## config.mk

```make
export PLATFORM = sky130hd
export DESIGN_NAME = lane_rx_crc_array
export DESIGN_NICKNAME = d
export VERILOG_FILES = /design/src/rtl/lane_rx_crc_array.sv
export SDC_FILE = /design/constraint.sdc
export NUM_CORES = 2
export LEC_CHECK = 0
export BUFFER_PORTS_ARGS = -buffer_cell sky130_fd_sc_hd__buf_4
export CORE_ASPECT_RATIO = 1.2
export CORE_UTILIZATION = 46
export DETAILED_ROUTE_END_ITERATION = 10
export PLACE_DENSITY = 0.62
export SLEW_MARGIN = 10
export SYNTH_ARGS = -nofsm -noshare
export SYNTH_HDL_FRONTEND = slang
export SYNTH_SLANG_ARGS = --single-unit
```

## constraint.sdc

```tcl
create_clock -name clk -period 19.9 [get_ports clk]
set_input_delay 0.995 -clock clk [delete_from_list [all_inputs] [get_ports clk]]
set_output_delay 0.995 -clock clk [all_outputs]
set_load 0.03 [all_outputs]
```

## src/rtl/lane_rx_crc_array.sv

```systemverilog
// Per-lane Interlaken metaframe CRC-32C checker array.
// Each lane: HUNT/CHECK sync, 4-cycle result pipe, error/alarm counters.
module lane_rx_crc_array #(
  parameter int NUM_LANES    = 4,
  parameter int CNT_W        = 16,
  parameter int ALARM_THRESH = 4
) (
  input  logic                       clk,
  input  logic                       arst_n,
  input  logic [64*NUM_LANES-1:0]    din,
  input  logic [NUM_LANES-1:0]       din_fresh,
  input  logic [NUM_LANES-1:0]       diag_word,
  input  logic [NUM_LANES-1:0]       lane_enable,
  input  logic                       cnt_clear,
  output logic [NUM_LANES-1:0]       crc_ok,
  output logic [NUM_LANES-1:0]       crc_error,
  output logic [NUM_LANES-1:0]       lane_alarm,
  output logic [CNT_W*NUM_LANES-1:0] err_cnt
);

  localparam logic [31:0] POLY = 32'h1EDC6F41;
  localparam logic [31:0] SEED = 32'hFFFFFFFF;

  typedef enum logic {HUNT, CHECK} st_e;

  function automatic logic [31:0] crc64(
    input logic [31:0] c,
    input logic [63:0] d
  );
    logic [31:0] r;
    r = c;
    for (int i = 63; i >= 0; i--) begin
      if (r[31] ^ d[i]) r = {r[30:0], 1'b0} ^ POLY;
      else              r = {r[30:0], 1'b0};
    end
    return r;
  endfunction

  for (genvar g = 0; g < NUM_LANES; g++) begin : g_lane
    logic [63:0]      w, wm;
    logic             fr, dg, en;
    st_e              st_q, st_d;
    logic [31:0]      crc_q, crc_d, crc_nx;
    logic             match;
    logic [2:0]       pv_q, pv_d, pk_q, pk_d;
    logic             ok_q, ok_d, er_q, er_d;
    logic             al_q, al_d;
    logic [3:0]       bad_q, bad_d;
    logic [CNT_W-1:0] cnt_q, cnt_d;

    assign w  = din[64*g +: 64];
    assign fr = din_fresh[g];
    assign dg = diag_word[g];
    assign en = lane_enable[g];

    // Diag word carries its own CRC in [31:0]; that field is zeroed.
    assign wm     = {w[63:32], dg ? 32'h0 : w[31:0]};
    assign crc_nx = crc64(crc_q, wm);
    assign match  = (w[31:0] == ~crc_nx);

    always_comb begin
      st_d  = st_q;
      crc_d = crc_q;
      pv_d  = {pv_q[1:0], 1'b0};
      pk_d  = {pk_q[1:0], match};
      ok_d  = pv_q[2] & pk_q[2];
      er_d  = pv_q[2] & ~pk_q[2];
      bad_d = bad_q;
      cnt_d = cnt_q;
      if (fr) begin
        if (dg) begin
          crc_d   = SEED;
          pv_d[0] = (st_q == CHECK);
          st_d    = CHECK;
        end else begin
          crc_d = crc_nx;
        end
      end
      if (er_q) begin
        if (bad_q != 4'hF) bad_d = bad_q + 4'd1;
        if (cnt_q != '1)   cnt_d = cnt_q + 1'b1;
      end
      if (ok_q) bad_d = '0;
      al_d = (bad_d >= 4'(ALARM_THRESH));
      // Disabling drops in-flight results but keeps the error history.
      if (!en) begin
        st_d  = HUNT;
        crc_d = '0;
        pv_d  = '0;
        pk_d  = '0;
        ok_d  = 1'b0;
        er_d  = 1'b0;
        bad_d = '0;
        al_d  = 1'b0;
      end
      if (cnt_clear) begin
        cnt_d = '0;
        bad_d = '0;
        al_d  = 1'b0;
      end
    end

    always_ff @(posedge clk or negedge arst_n) begin
      if (!arst_n) begin
        st_q  <= HUNT;
        crc_q <= '0;
        pv_q  <= '0;
        pk_q  <= '0;
        ok_q  <= 1'b0;
        er_q  <= 1'b0;
        al_q  <= 1'b0;
        bad_q <= '0;
        cnt_q <= '0;
      end else begin
        st_q  <= st_d;
        crc_q <= crc_d;
        pv_q  <= pv_d;
        pk_q  <= pk_d;
        ok_q  <= ok_d;
        er_q  <= er_d;
        al_q  <= al_d;
        bad_q <= bad_d;
        cnt_q <= cnt_d;
      end
    end

    assign crc_ok[g]                = ok_q;
    assign crc_error[g]             = er_q;
    assign lane_alarm[g]            = al_q;
    assign err_cnt[CNT_W*g +: CNT_W] = cnt_q;
  end

endmodule

```

==> flow_summary_export.csv <==
group,metric,value,unit
synthesis,synth-seq-cells,248,
cts,clock_sinks,248,
setup_path,cp_data_required_time,20.45,ns
synthesis,synthCells,4438,
status,status,"finished, final reports clean",
setup_path,rrSetupSlack,8.25,ns
place,gp_congestion,0.967,
synthesis,yosysWarnings,0,
timing,maxSlewViolCount,0,
cts,htreeDepth,1,
timing,hold_violations,0,
cts,cts_root_buf,"clkbuf_16",
floorplanning,core-area,0.111,sq mm
cts,cts_buffers,30,
routing,vias_per_cell,5.20,
timing,worst_slew_pin_slew,1.13,ns
floorplanning,start_util,46.5,%
setup_path,crit_path_end_kind,"flip-flop",
cts,cts_buffer_depth,3,
routing,dr.pass1.iters,5,
final_layout,drive_above_1_share,14.0,%
synthesis,yosysMostFrequentCell,"xnor2_1",
routing,ant_nets,0,
synthesis,syn-mean-instance-area,11.7,sq um
floorplanning,die_area,0.114,sq mm
global_routing,grt_start_max_net_pins,84,
setup_path,crit_fanout,10,
global_routing,grt_overflow,0,
synthesis,synth_common_cells,"1624 x xnor2_1, 635 x xnor3_1, 472 x xor2_1",
setup_path,r2r-end,"g_lane[1].pk_q[0]",
synthesis,synth.cell_area,0.0518,sq mm
floorplanning,core.rowCount,134,
synthesis,synthTopCellsByArea,"xnor3_1 28%, xnor2_1 27%, dfrtp_1 12%",
timing,period_share,58.6,%
synthesis,synthFlopType,"dfrtp_1",
cts,post_cts.repair.setup_buffers,0,
floorplanning,num_io_pins,347,
cts,hold_buffers,0,
cts,cts_tree,"yes",
setup_path,r2r_start,"g_lane[1].crc_q[29]",
global_routing,grt_pass1_wl,233000,um
synthesis,syn_nets,4717,
timing,setup_violations,0,
setup_path,cp.arrival,12.22,ns
global_routing,grt_use_total,28.0,%
place,postPlaceCellArea,0.0560,sq mm
routing,drc,0,
routing,vias,32512,
synthesis,synth_edf_count,0,
timing,skew,0.0270,ns
place,dp_hpwl,135000,um
synthesis,ys_types,64,
cts,clkLatencyLatePin,0.64,ns
cts,cts-resized-gates,0,
min_path,hold_class,"in2async",
final_layout,fillers,10088,
global_routing,antenna_found_initial,3,
cts,clk_pin_slew,0.06,ns
synthesis,yosysSeqAreaShare,12.0,%
setup_path,rr_worst_depth,23,
setup_path,start_kind,"input pin",
setup_path,crit_type,"in2reg",
floorplanning,die_w,308,um
timing,max_slew_margin,24.0,%
synthesis,yosys.area.top_type,"xnor3_1",
routing,routedWlPerCell,25.7,um
final_layout,final_nets,5007,
routing,wl,160000,um
flow_run,cap_violations,0,
global_routing,grt_pass1_vias,33881,
final_layout,postLayoutCellArea,0.0570,sq mm
timing,final.setup.tns,0,ns
timing,rsz0062_at_grt,"false",
timing,fin_crit,11.67,ns
synthesis,ys_async_sr_fraction,100,%
timing,max_freq,85.7,MHz
routing,drtIter0Drc,2113,
place,io_buffers,346,
floorplanning,die_h,370,um
final_layout,syn2layout_area_growth,10.0,%
synthesis,netlist.area_leader.share,27.6,%
## metrics by stage
step	std cells	util (%)	setup slack [ns]	hold WS (ns)
6_report	6248	51.1	8.23	0.350
3_3_place_gp	6192	50.2	7.68	0.397
4_1_cts	6247	51.1	8.24	0.342
5_1_grt	6247	51.1	7.69	0.389
3_5_place_dp	6192	50.2	7.62	0.404
2_1_floorplan	4438	-	9.96	0.393
## layout by cell type, fill, tap and decap left out, types with 19 or more instances in the layout
cell type / count
a211oi_1: 20
a21boi_0: 56
a21oi_1: 88
and2_1: 21
buf_4: 368
clkbuf_16: 30
dfrtp_1: 248
inv_1: 24
nand2_1: 221
nand3_1: 45
nor2_1: 148
nor2b_1: 88
nor3_1: 19
o21ai_0: 101
or3_1: 25
xnor2_1: 1623
xnor2_2: 90
xnor3_1: 635
xnor3_2: 61
xor2_1: 472
xor2_2: 37
xor3_1: 99
## registers in the layout, indices dropped and copies added, names as in the netlist
name,flops
g_lane.al_q,4
g_lane.bad_q,16
g_lane.cnt_q,64
g_lane.crc_q,128
g_lane.er_q,4
g_lane.ok_q,4
g_lane.pk_q,12
g_lane.pv_q,12
g_lane.st_q,4
## per-layer routing
metal,vias to the layer above,track usage (%),share of wire [%]
li1,15301,-,-
met5,-,0,0.0081
met4,2,9.52,3.7
met1,16194,35.5,42
met2,813,49.6,51
met3,202,2.42,4.1
## final cells by class
| class | instances | area, sq um | area share [%] |
|---|---|---|---|
| antenna | 1 | 2.50 | 0.00439 |
| clock inverter | 15 | 215 | 0.377 |
| tap | 1496 | 1870 | 3.28 |
| inverter | 29 | 109 | 0.191 |
| clock buffer | 40 | 838 | 1.47 |
| timing repair buffer | 369 | 2780 | 4.87 |
| multi-input combinational | 4050 | 45000 | 78.9 |
| sequential | 248 | 6210 | 10.9 |
## worst max path at each step
stage                   endpoint  cells after the start                 from
3_5_place_dp   g_lane[1].pk_q[0]                     24             din[125]
6_report       g_lane[1].pk_q[0]                     24             din[125]
5_1_grt        g_lane[2].pk_q[0]                     23             din[188]
3_3_place_gp   g_lane[1].pk_q[0]                     24             din[125]
4_1_cts        g_lane[1].pk_q[0]                     23  g_lane[1].crc_q[29]
2_1_floorplan  g_lane[3].pk_q[0]                     22             din[250]
## critical path, cell delays in order
cell and delay, ns:
buf_4 0.11, xnor2_1 0.88, xnor2_1 0.37, xnor3_1 0.48
xor2_1 0.44, xnor3_1 0.70, xnor3_2 0.64, xor2_4 0.41
xnor3_1 0.61, xor3_1 0.57, xor2_1 0.30, xnor3_1 0.50
xor3_2 0.56, xor3_1 0.56, xnor2_1 0.54, xnor3_1 0.78
xor2_1 0.25, xnor2_1 0.64, xnor3_1 0.55, xor2_1 0.36
xnor2_1 0.11, nor4_1 0.33, nand4_1 0.20, nor4_2 0.29
## cell families (layout without fill, tap and decap cells)
group / after synthesis / count (layout) / share of synthesized area [%]
mux: 8 / 8 / 0.155
compound gates: 329 / 329 / 3.96
flops: 248 / 248 / 12.0
fa+ha+maj: 8 / 8 / 0.193
xor+xnor: 3060 / 3060 / 76.5
buf+inv: 140 / 453 / 1.21
other cells: 0 / 1 / 0
simple gates: 645 / 645 / 5.96
Power is left out: the tool's default activity adds up to more than one toggle a clock period on the data nets, which glitch-free logic cannot reach.
